File: config.mk
export PLATFORM = sky130hd
export DESIGN_NAME = uart_rx
export DESIGN_NICKNAME = d
export VERILOG_FILES = /design/src/rtl/uart_pkg.sv /design/src/rtl/uart_rx_sampler.sv /design/src/rtl/uart_rx.sv
export SDC_FILE = /design/constraint.sdc
export NUM_CORES = 1
export LEC_CHECK = 0
export CELL_PAD_IN_SITES_DETAIL_PLACEMENT = 0
export CELL_PAD_IN_SITES_GLOBAL_PLACEMENT = 1
export CORE_UTILIZATION = 41
export CTS_CLUSTER_SIZE = 14
export DETAILED_ROUTE_END_ITERATION = 8
export PLACE_DENSITY = 0.87
export SETUP_SLACK_MARGIN = 0.15
export SLEW_MARGIN = 10
export SYNTH_ARGS = -nofsm -noshare
export SYNTH_HDL_FRONTEND = slang
export SYNTH_SLANG_ARGS = --single-unit
export TNS_END_PERCENT = 20
File: constraint.sdc
create_clock -name CLK -period 2.84 [get_ports CLK]
set_clock_uncertainty 0.2 [all_clocks]
set_input_delay 0.852 -clock CLK [delete_from_list [all_inputs] [get_ports CLK]]
set_output_delay 0.852 -clock CLK [all_outputs]
set_load 0.02 [all_outputs]
File: src/rtl/uart_pkg.sv
// Shared types and constants for the UART receive path.
package uart_pkg;

  typedef enum logic [2:0] {
    ST_IDLE   = 3'd0,
    ST_START  = 3'd1,
    ST_DATA   = 3'd2,
    ST_PARITY = 3'd3,
    ST_STOP   = 3'd4
  } rx_state_e;

  localparam logic PAR_EVEN = 1'b0;
  localparam logic PAR_ODD  = 1'b1;

  localparam logic [5:0] PRESC_8  = 6'd8;
  localparam logic [5:0] PRESC_16 = 6'd16;
  localparam logic [5:0] PRESC_32 = 6'd32;

  // Any oversampling ratio other than 16 or 32 runs at 8.
  function automatic logic [5:0] legal_prescale(input logic [5:0] p);
    case (p)
      PRESC_16, PRESC_32: return p;
      default:            return PRESC_8;
    endcase
  endfunction

endpackage

File: src/rtl/uart_rx_sampler.sv
// Per-bit edge counter and 3-sample majority voter around mid-bit.
module uart_rx_sampler (
  input  logic       CLK,
  input  logic       RST,
  input  logic       clr_i,
  input  logic [5:0] prescale_i,
  input  logic       rx_i,
  output logic [5:0] edge_cnt_o,
  output logic       bit_end_o,
  output logic       sampled_bit_o,
  output logic       sample_done_o
);

  logic [5:0] edge_cnt_q, edge_cnt_d;
  logic [2:0] smp_q;
  logic [5:0] half;

  assign half          = prescale_i >> 1;
  assign edge_cnt_o    = edge_cnt_q;
  assign bit_end_o     = (edge_cnt_q == prescale_i - 6'd1);
  assign sample_done_o = (edge_cnt_q == half + 6'd2);
  assign sampled_bit_o = (smp_q[0] & smp_q[1]) | (smp_q[0] & smp_q[2]) | (smp_q[1] & smp_q[2]);

  always_comb begin
    edge_cnt_d = edge_cnt_q + 6'd1;
    if (clr_i || bit_end_o) edge_cnt_d = '0;
  end

  always_ff @(posedge CLK or negedge RST) begin
    if (!RST) begin
      edge_cnt_q <= '0;
      smp_q      <= '0;
    end else begin
      edge_cnt_q <= edge_cnt_d;
      if (edge_cnt_q == half - 6'd1) smp_q[0] <= rx_i;
      if (edge_cnt_q == half)        smp_q[1] <= rx_i;
      if (edge_cnt_q == half + 6'd1) smp_q[2] <= rx_i;
    end
  end

endmodule

File: src/rtl/uart_rx.sv
// UART receiver: frame FSM, data shift register, parity/stop checks, registered outputs.
module uart_rx
  import uart_pkg::*;
#(
  parameter int unsigned DATA_WIDTH = 8
) (
  input  logic                  CLK,
  input  logic                  RST,
  input  logic                  RX_IN,
  input  logic                  PAR_EN,
  input  logic                  PAR_TYP,
  input  logic [5:0]            Prescale,
  output logic [DATA_WIDTH-1:0] P_DATA,
  output logic                  data_valid,
  output logic                  parity_error,
  output logic                  stop_error
);

  localparam int unsigned BCW = (DATA_WIDTH > 1) ? $clog2(DATA_WIDTH) : 1;

  rx_state_e             state_q, state_d;
  logic [BCW-1:0]        bit_cnt_q, bit_cnt_d;
  logic [DATA_WIDTH-1:0] shift_q, shift_d;
  logic [DATA_WIDTH-1:0] pdata_q, pdata_d;
  logic [5:0]            presc_q, presc_d;
  logic                  pen_q, pen_d;
  logic                  ptyp_q, ptyp_d;
  logic                  par_err_q, par_err_d;
  logic                  dv_q, dv_d;
  logic                  pe_q, pe_d;
  logic                  se_q, se_d;

  logic [5:0] edge_cnt_unused;
  logic       bit_end, sampled_bit, sample_done;

  // Counter clears whenever the next cycle is IDLE, so a new start edge always begins at 0.
  uart_rx_sampler u_sampler (
    .CLK           (CLK),
    .RST           (RST),
    .clr_i         (state_d == ST_IDLE),
    .prescale_i    (presc_q),
    .rx_i          (RX_IN),
    .edge_cnt_o    (edge_cnt_unused),
    .bit_end_o     (bit_end),
    .sampled_bit_o (sampled_bit),
    .sample_done_o (sample_done)
  );

  assign P_DATA       = pdata_q;
  assign data_valid   = dv_q;
  assign parity_error = pe_q;
  assign stop_error   = se_q;

  always_comb begin
    state_d   = state_q;
    bit_cnt_d = bit_cnt_q;
    shift_d   = shift_q;
    pdata_d   = pdata_q;
    presc_d   = presc_q;
    pen_d     = pen_q;
    ptyp_d    = ptyp_q;
    par_err_d = par_err_q;
    dv_d      = 1'b0;
    pe_d      = 1'b0;
    se_d      = 1'b0;
    case (state_q)
      ST_IDLE: begin
        if (!RX_IN) begin
          state_d   = ST_START;
          presc_d   = legal_prescale(Prescale);
          pen_d     = PAR_EN;
          ptyp_d    = PAR_TYP;
          par_err_d = 1'b0;
          bit_cnt_d = '0;
        end
      end
      ST_START: begin
        if (sample_done && sampled_bit) begin
          state_d = ST_IDLE;
        end else if (bit_end) begin
          state_d   = ST_DATA;
          bit_cnt_d = '0;
        end
      end
      ST_DATA: begin
        if (bit_end) begin
          shift_d = {sampled_bit, shift_q[DATA_WIDTH-1:1]};
          if (bit_cnt_q == BCW'(DATA_WIDTH - 1)) begin
            state_d   = pen_q ? ST_PARITY : ST_STOP;
            bit_cnt_d = '0;
          end else begin
            bit_cnt_d = bit_cnt_q + 1'b1;
          end
        end
      end
      ST_PARITY: begin
        if (bit_end) begin
          if (sampled_bit != ((^shift_q) ^ ptyp_q)) par_err_d = 1'b1;
          state_d = ST_STOP;
        end
      end
      ST_STOP: begin
        if (bit_end) begin
          state_d = ST_IDLE;
          if (par_err_q || !sampled_bit) begin
            pe_d = par_err_q;
            se_d = !sampled_bit;
          end else begin
            dv_d    = 1'b1;
            pdata_d = shift_q;
          end
        end
      end
      default: state_d = ST_IDLE;
    endcase
  end

  always_ff @(posedge CLK or negedge RST) begin
    if (!RST) begin
      state_q   <= ST_IDLE;
      bit_cnt_q <= '0;
      shift_q   <= '0;
      pdata_q   <= '0;
      presc_q   <= PRESC_8;
      pen_q     <= 1'b0;
      ptyp_q    <= PAR_EVEN;
      par_err_q <= 1'b0;
      dv_q      <= 1'b0;
      pe_q      <= 1'b0;
      se_q      <= 1'b0;
    end else begin
      state_q   <= state_d;
      bit_cnt_q <= bit_cnt_d;
      shift_q   <= shift_d;
      pdata_q   <= pdata_d;
      presc_q   <= presc_d;
      pen_q     <= pen_d;
      ptyp_q    <= ptyp_d;
      par_err_q <= par_err_d;
      dv_q      <= dv_d;
      pe_q      <= pe_d;
      se_q      <= se_d;
    end
  end

endmodule

==> out/metrics.yaml, run 1 <==
final_cells: 350
coreArea_mm2: 0.005642
crit_fanout: 5
post_drt_wl_per_cell_um: 14.43
die_y_um: 79.30
dieArea_mm2: 0.006288
tightest_slew_ns: 0.6658
place_area_mm2: 0.002806
synth_top_area_share: 0.4290
cts_max_level: 2
max_freq_mhz: 377.1
diodes: 0
synth_seq_cells: 43
yosysSeqAreaShare: 0.4397
muxShareOfSynthArea: 0.1032
drt_first_pass_iters: 4
overflow: 0
placement.io_buffers: 21
num_rows: 27
ant_nets: 0
critPathKind: "reg -> reg"
met1_usage: 0.2123
use_met2: 0.2672
route.detailed.drc: 0
grt_max_degree: 31
end_kind: "flop"
wl_um: 5052
clk_pin_slew_ns: 0.09
fillers: 490
final_area_mm2: 0.003154
async_flop_share: 1.000
hold_violations: 0
synthFlopType: "dfrtp_1"
rsz0062_at_grt: "yes"
post-place-cells: 331
boundaryPins: 22
synth_top_family_by_area: "simple AND/OR/NAND/NOR gates"
cp.arrival_ns: 2.63
fin_util: 0.5591
fin_nets: 298
routed_via_density: 5.149
hold_path.class: "reg -> reg"
p_per_area_mw_per_mm2: 762.4
synth_area_leaders: "dfrtp_1 (43%), xnor2_1 (8.6%), ha_1 (5.1%)"
area_growth_pct: 28.75
maxCapViolCount: 0
synth-xor-area-share: 0.1318
synth-edff-count: 0
cts_made_buffers: 5
synthesis.area_mm2: 0.002450
vdd_drop_max_uv: 574.1
syn_avg_cell_area_um2: 10.51
vias: 1802
min_period_over_period: 0.9337
setup_slack_ns: 0.1882
clock_latency_ns: 0.29
syn_inst: 233
required_ns: 2.82
synth_largest_area_cell: "dfrtp_1"
cts_tree: "done"
clockBufferDepth: 2
status: "completed"
setup_viol: 0
cts_root_buffer: "clkbuf_8"
grtUsageMet3: 0.03218
dp_worst_setup_slack_ns: 0.1198
start_kind: "flop"
yosysWarnings: 0
cts_sinks: 43
syn_nets: 254
yosysMostFrequentCell: "dfrtp_1"
synth_fa_ha_area_frac: 0.05516
synth-compound-area-share: 0.08121
grt_pass1_wl_um: 7776
drive_above_1_share: 0.2590
synthTopCellsByCount: "dfrtp_1 (42), xnor2_1 (24), nand2_1 (21)"
setup-tns-final_ns: 0
power_mw: 2.405
antenna_found_initial: 0
track_usage: 0.1607
dp_hpwl_um: 3583
yosysUniqueCellTypes: 44
first_iter_violations: 111
hold_ws_ns: 0.2952
grt_busiest_layer: "met2"
min_period_ns: 2.652
die_x_um: 79.30
synth-simple-area-share: 0.1461
start_util: 0.4342
holdBufCountCts: 0
finalMaxSlewViolations: 0
p_leak_nw: 1.394
grt_pass1_vias: 1611
slew_headroom: 0.5561
gp_congestion: 0.8159
[cell families after synthesis]
kind of cell,after synthesis
buffers and inverters,21
xor gates and xnor gates,36
adders and majority gates,11
and+or+nand+nor,73
muxes,20
AOI/OAI and AO/OA,29
DFF,43
[layout make-up]
type                            instances  area (um2)  share of cell area
Clock buffer                            5       68.82             0.02182
Clock inverter                          3       67.56             0.02142
Inverter                               11       43.79             0.01388
Multi-Input combinational cell        169        1383              0.4383
Sequential cell                        43        1077              0.3415
Tap cell                               72       90.09             0.02856
Timing Repair Buffer                   47       424.2              0.1345
[state kept, by name, summed over array words and instances (netlist names)]
name	cells
u_sampler.edge_cnt_o	6
shift_q	8
ptyp_q	1
u_sampler.smp_q	3
bit_cnt_q	3
presc_q	6
stop_error	1
data_valid	1
P_DATA	8
state_q	3
parity_error	1
par_err_q	1
pen_q	1
[critical path, stage by stage, from the launching register on]
cell	delay, ns
dfrtp_1	0.39
inv_4	0.08
ha_4	0.16
buf_4	0.14
and3_4	0.17
nor3_4	0.18
nand4_1	0.24
or3b_4	0.48
a31oi_4	0.19
mux2_4	0.31
[where the power goes]
| part | leakage (nW) | internal (mW) | total [mW] | switching [mW] |
|---|---|---|---|---|
| clock network | 0.0644 | 0.351 | 0.564 | 0.213 |
| registers | 0.578 | 0.722 | 0.851 | 0.130 |
| logic | 0.752 | 0.494 | 0.989 | 0.496 |
[layer usage]
layer / vias to the layer above / part of all wire
met1: 882 / 0.44
met4: 0 / 0.011
li1: 879 / -
met2: 34 / 0.50
met3: 7 / 0.040
met5: - / 0
[layout by cell type (no fill, tap or decap), types with 4 or more instances in the layout]
master,Yosys,final
mux2_4,8,14
xor2_1,11,11
ha_1,10,7
xnor2_1,24,23
a21oi_1,4,4
o21ai_0,12,11
clkbuf_8,0,5
inv_1,11,8
nor2_1,20,19
dfrtp_1,42,42
nand2_1,21,20
clkdlybuf4s50_1,0,20
buf_4,4,22
nand3_1,10,10
[final timing paths]
path                                        startpoint                  endpoint  slack, ns  cells past startpoint
worst max-delay path            presc_q[1]$_DFFE_PN0P_  bit_cnt_q[0]$_DFFE_PN0P_       0.19                      9
worst max register to register  presc_q[1]$_DFFE_PN0P_  bit_cnt_q[0]$_DFFE_PN0P_       0.19                      9
worst min-delay path             P_DATA[4]$_DFFE_PN0P_     P_DATA[4]$_DFFE_PN0P_       0.30                      1
max in group asynchronous                          RST      stop_error$_DFF_PN0_       1.47                      2
min in group asynchronous                          RST  bit_cnt_q[2]$_DFFE_PN0P_       0.38                      1
worst min register to register   P_DATA[4]$_DFFE_PN0P_     P_DATA[4]$_DFFE_PN0P_       0.30                      1
[timing repair]
action,CTS,global route
endpoints found under the setup margin,9,19
gates cloned,0,1
setup buffers,3,7
gates resized for setup,3,30
pin swaps,2,8
(Power assumes the default switching activity.)
==> inputs of run 2 (changes only) <==
- CORE_MARGIN: not set -> 2
- SKIP_CTS_REPAIR_TIMING: not set -> 1
==> run 2 against run 1 <==
  * Combinational power shrank 2.9%
  * Global-route usage grew 0.098 points
  * Register-to-register slack lost 0.07 ns
  * Highest routed layer unchanged
==> out/metrics.yaml, run 2 (synthesized netlist as in run 1, its figures left out) <==
grtUsageMet3: 0.03111
wl_um: 5192
final_cells: 352
grt_pass1_wl_um: 8107
finalMaxSlewViolations: 0
coreArea_mm2: 0.005851
max_freq_mhz: 367.2
diodes: 0
cp.arrival_ns: 2.71
grt_pass1_vias: 1710
clockBufferDepth: 2
min_period_over_period: 0.9589
crit_fanout: 8
critPathTopFamily: "simple AND/OR/NAND/NOR gates"
hold_violations: 0
tightest_slew_ns: 0.7473
first_iter_violations: 55
vdd_drop_max_uv: 470.6
min_path_cells: 1
p_leak_nw: 1.375
start_util: 0.4187
rrSetupSlack_ns: 0.12
r2r_end: "shift_q[6]$_DFFE_PN0P_"
final_common_cell: "dfrtp_1"
cts_root_buffer: "clkbuf_8"
setup_viol: 0
dp_hpwl_um: 3666
status: "completed"
crit_slowest_cell: "dfrtp_1"
path_buf_inv: 5
min_period_ns: 2.723
power_mw: 2.206
clk_pin_slew_ns: 0.08
layout_common_cells: "dfrtp_1 (42), xnor2_1 (22), nand2_1 (20), clkdlybuf4s50_1 (20)"
cts_tree: "done"
overflow: 0
slew_headroom: 0.5018
die_y_um: 81.30
clock_latency_ns: 0.30
rsz0062_at_grt: "yes"
num_rows: 28
routed_via_density: 5.102
path_cells: "inv_4, ha_4, buf_4, and3_4, nor3_2, nand4_1, buf_6, buf_6, nor3_4, buf_12, mux2_4"
maxCapViolCount: 0
track_usage: 0.1617
setup_slack_ns: 0.1168
antenna_found_initial: 0
cpMostUsedCell: "buf_6"
grt_max_degree: 36
setup-tns-final_ns: 0
p_per_area_mw_per_mm2: 708.4
placement.io_buffers: 21
required_ns: 2.83
drt_first_pass_iters: 4
end_kind: "flop"
cts_made_buffers: 5
critPathKind: "reg -> reg"
hold_path.class: "reg -> reg"
post_drt_wl_per_cell_um: 14.75
use_met2: 0.2533
drive_above_1_share: 0.2671
boundaryPins: 22
worstHoldStart: "P_DATA[5]$_DFFE_PN0P_"
area_growth_pct: 27.12
die_x_um: 81.30
gp_congestion: 0.8702
cts_max_level: 2
reg2regPathDepth: 11
start_kind: "flop"
route.detailed.drc: 0
met1_usage: 0.2187
whs_endpoint: "P_DATA[5]$_DFFE_PN0P_"
cts_sinks: 43
ant_nets: 0
vias: 1796
dieArea_mm2: 0.006610
r2r-start: "presc_q[1]$_DFFE_PN0P_"
dp_worst_setup_slack_ns: 0.04475
fin_util: 0.5323
grt_busiest_layer: "met2"
critical_path.max_stage_delay_ns: 0.41
fin_nets: 297
post-place-cells: 335
-- run 2: changes by cell type in the layout (fill, tap and decap cells not counted), sizes merged --
cell,delta
bufinv,-2
clkinv,+1
buf,-1
clkbuf,+1
-- run 2: area by class of cell --
class / instances / area, um2
clock buffers: 6 / 72.57
clock inverters: 2 / 12.51
fillers: 500 / 2736
inverters: 11 / 43.79
multi-input cells: 169 / 1390
flip-flops and latches: 43 / 1077
well taps: 75 / 93.84
repair buffers: 46 / 424.2
-- run 2: per-stage QoR --
step / area (um2) / hold WS [ns]
CTS: 2903 / 0.2937
global placement: 2818 / 0.2691
global route: 3114 / 0.3184
floorplan: 2450 / 0.2550
detailed placement: 2818 / 0.2751
finish: 3114 / 0.2890
-- run 2: how the worst max path moves through the flow --
| stage | endpoint | startpoint | slack [ns] | cells past startpoint |
|---|---|---|---|---|
| floorplan | bit_cnt_q[0]$_DFFE_PN0P_ | presc_q[1]$_DFFE_PN0P_ | 0.17 | 9 |
| global placement | P_DATA[2]$_DFFE_PN0P_ | presc_q[1]$_DFFE_PN0P_ | 0.17 | 11 |
| detailed placement | P_DATA[7]$_DFFE_PN0P_ | presc_q[1]$_DFFE_PN0P_ | 0.04 | 11 |
| CTS | P_DATA[7]$_DFFE_PN0P_ | presc_q[1]$_DFFE_PN0P_ | 0.03 | 11 |
| global route | bit_cnt_q[0]$_DFFE_PN0P_ | presc_q[1]$_DFFE_PN0P_ | 0.06 | 9 |
| finish | shift_q[6]$_DFFE_PN0P_ | presc_q[1]$_DFFE_PN0P_ | 0.12 | 11 |
-- run 2: power breakdown --
part           switching [mW]  internal [mW]  leakage [nW]
logic                   0.471          0.490         0.756
registers               0.146          0.721         0.578
clock network           0.207          0.172        0.0412
total                   0.823           1.38          1.37
-- run 2: layer usage --
metal / part of all wire / wire, um
met1: 0.48 / 2473
met2: 0.48 / 2508
met3: 0.024 / 126
met4: 0.016 / 82
met5: 0 / 0
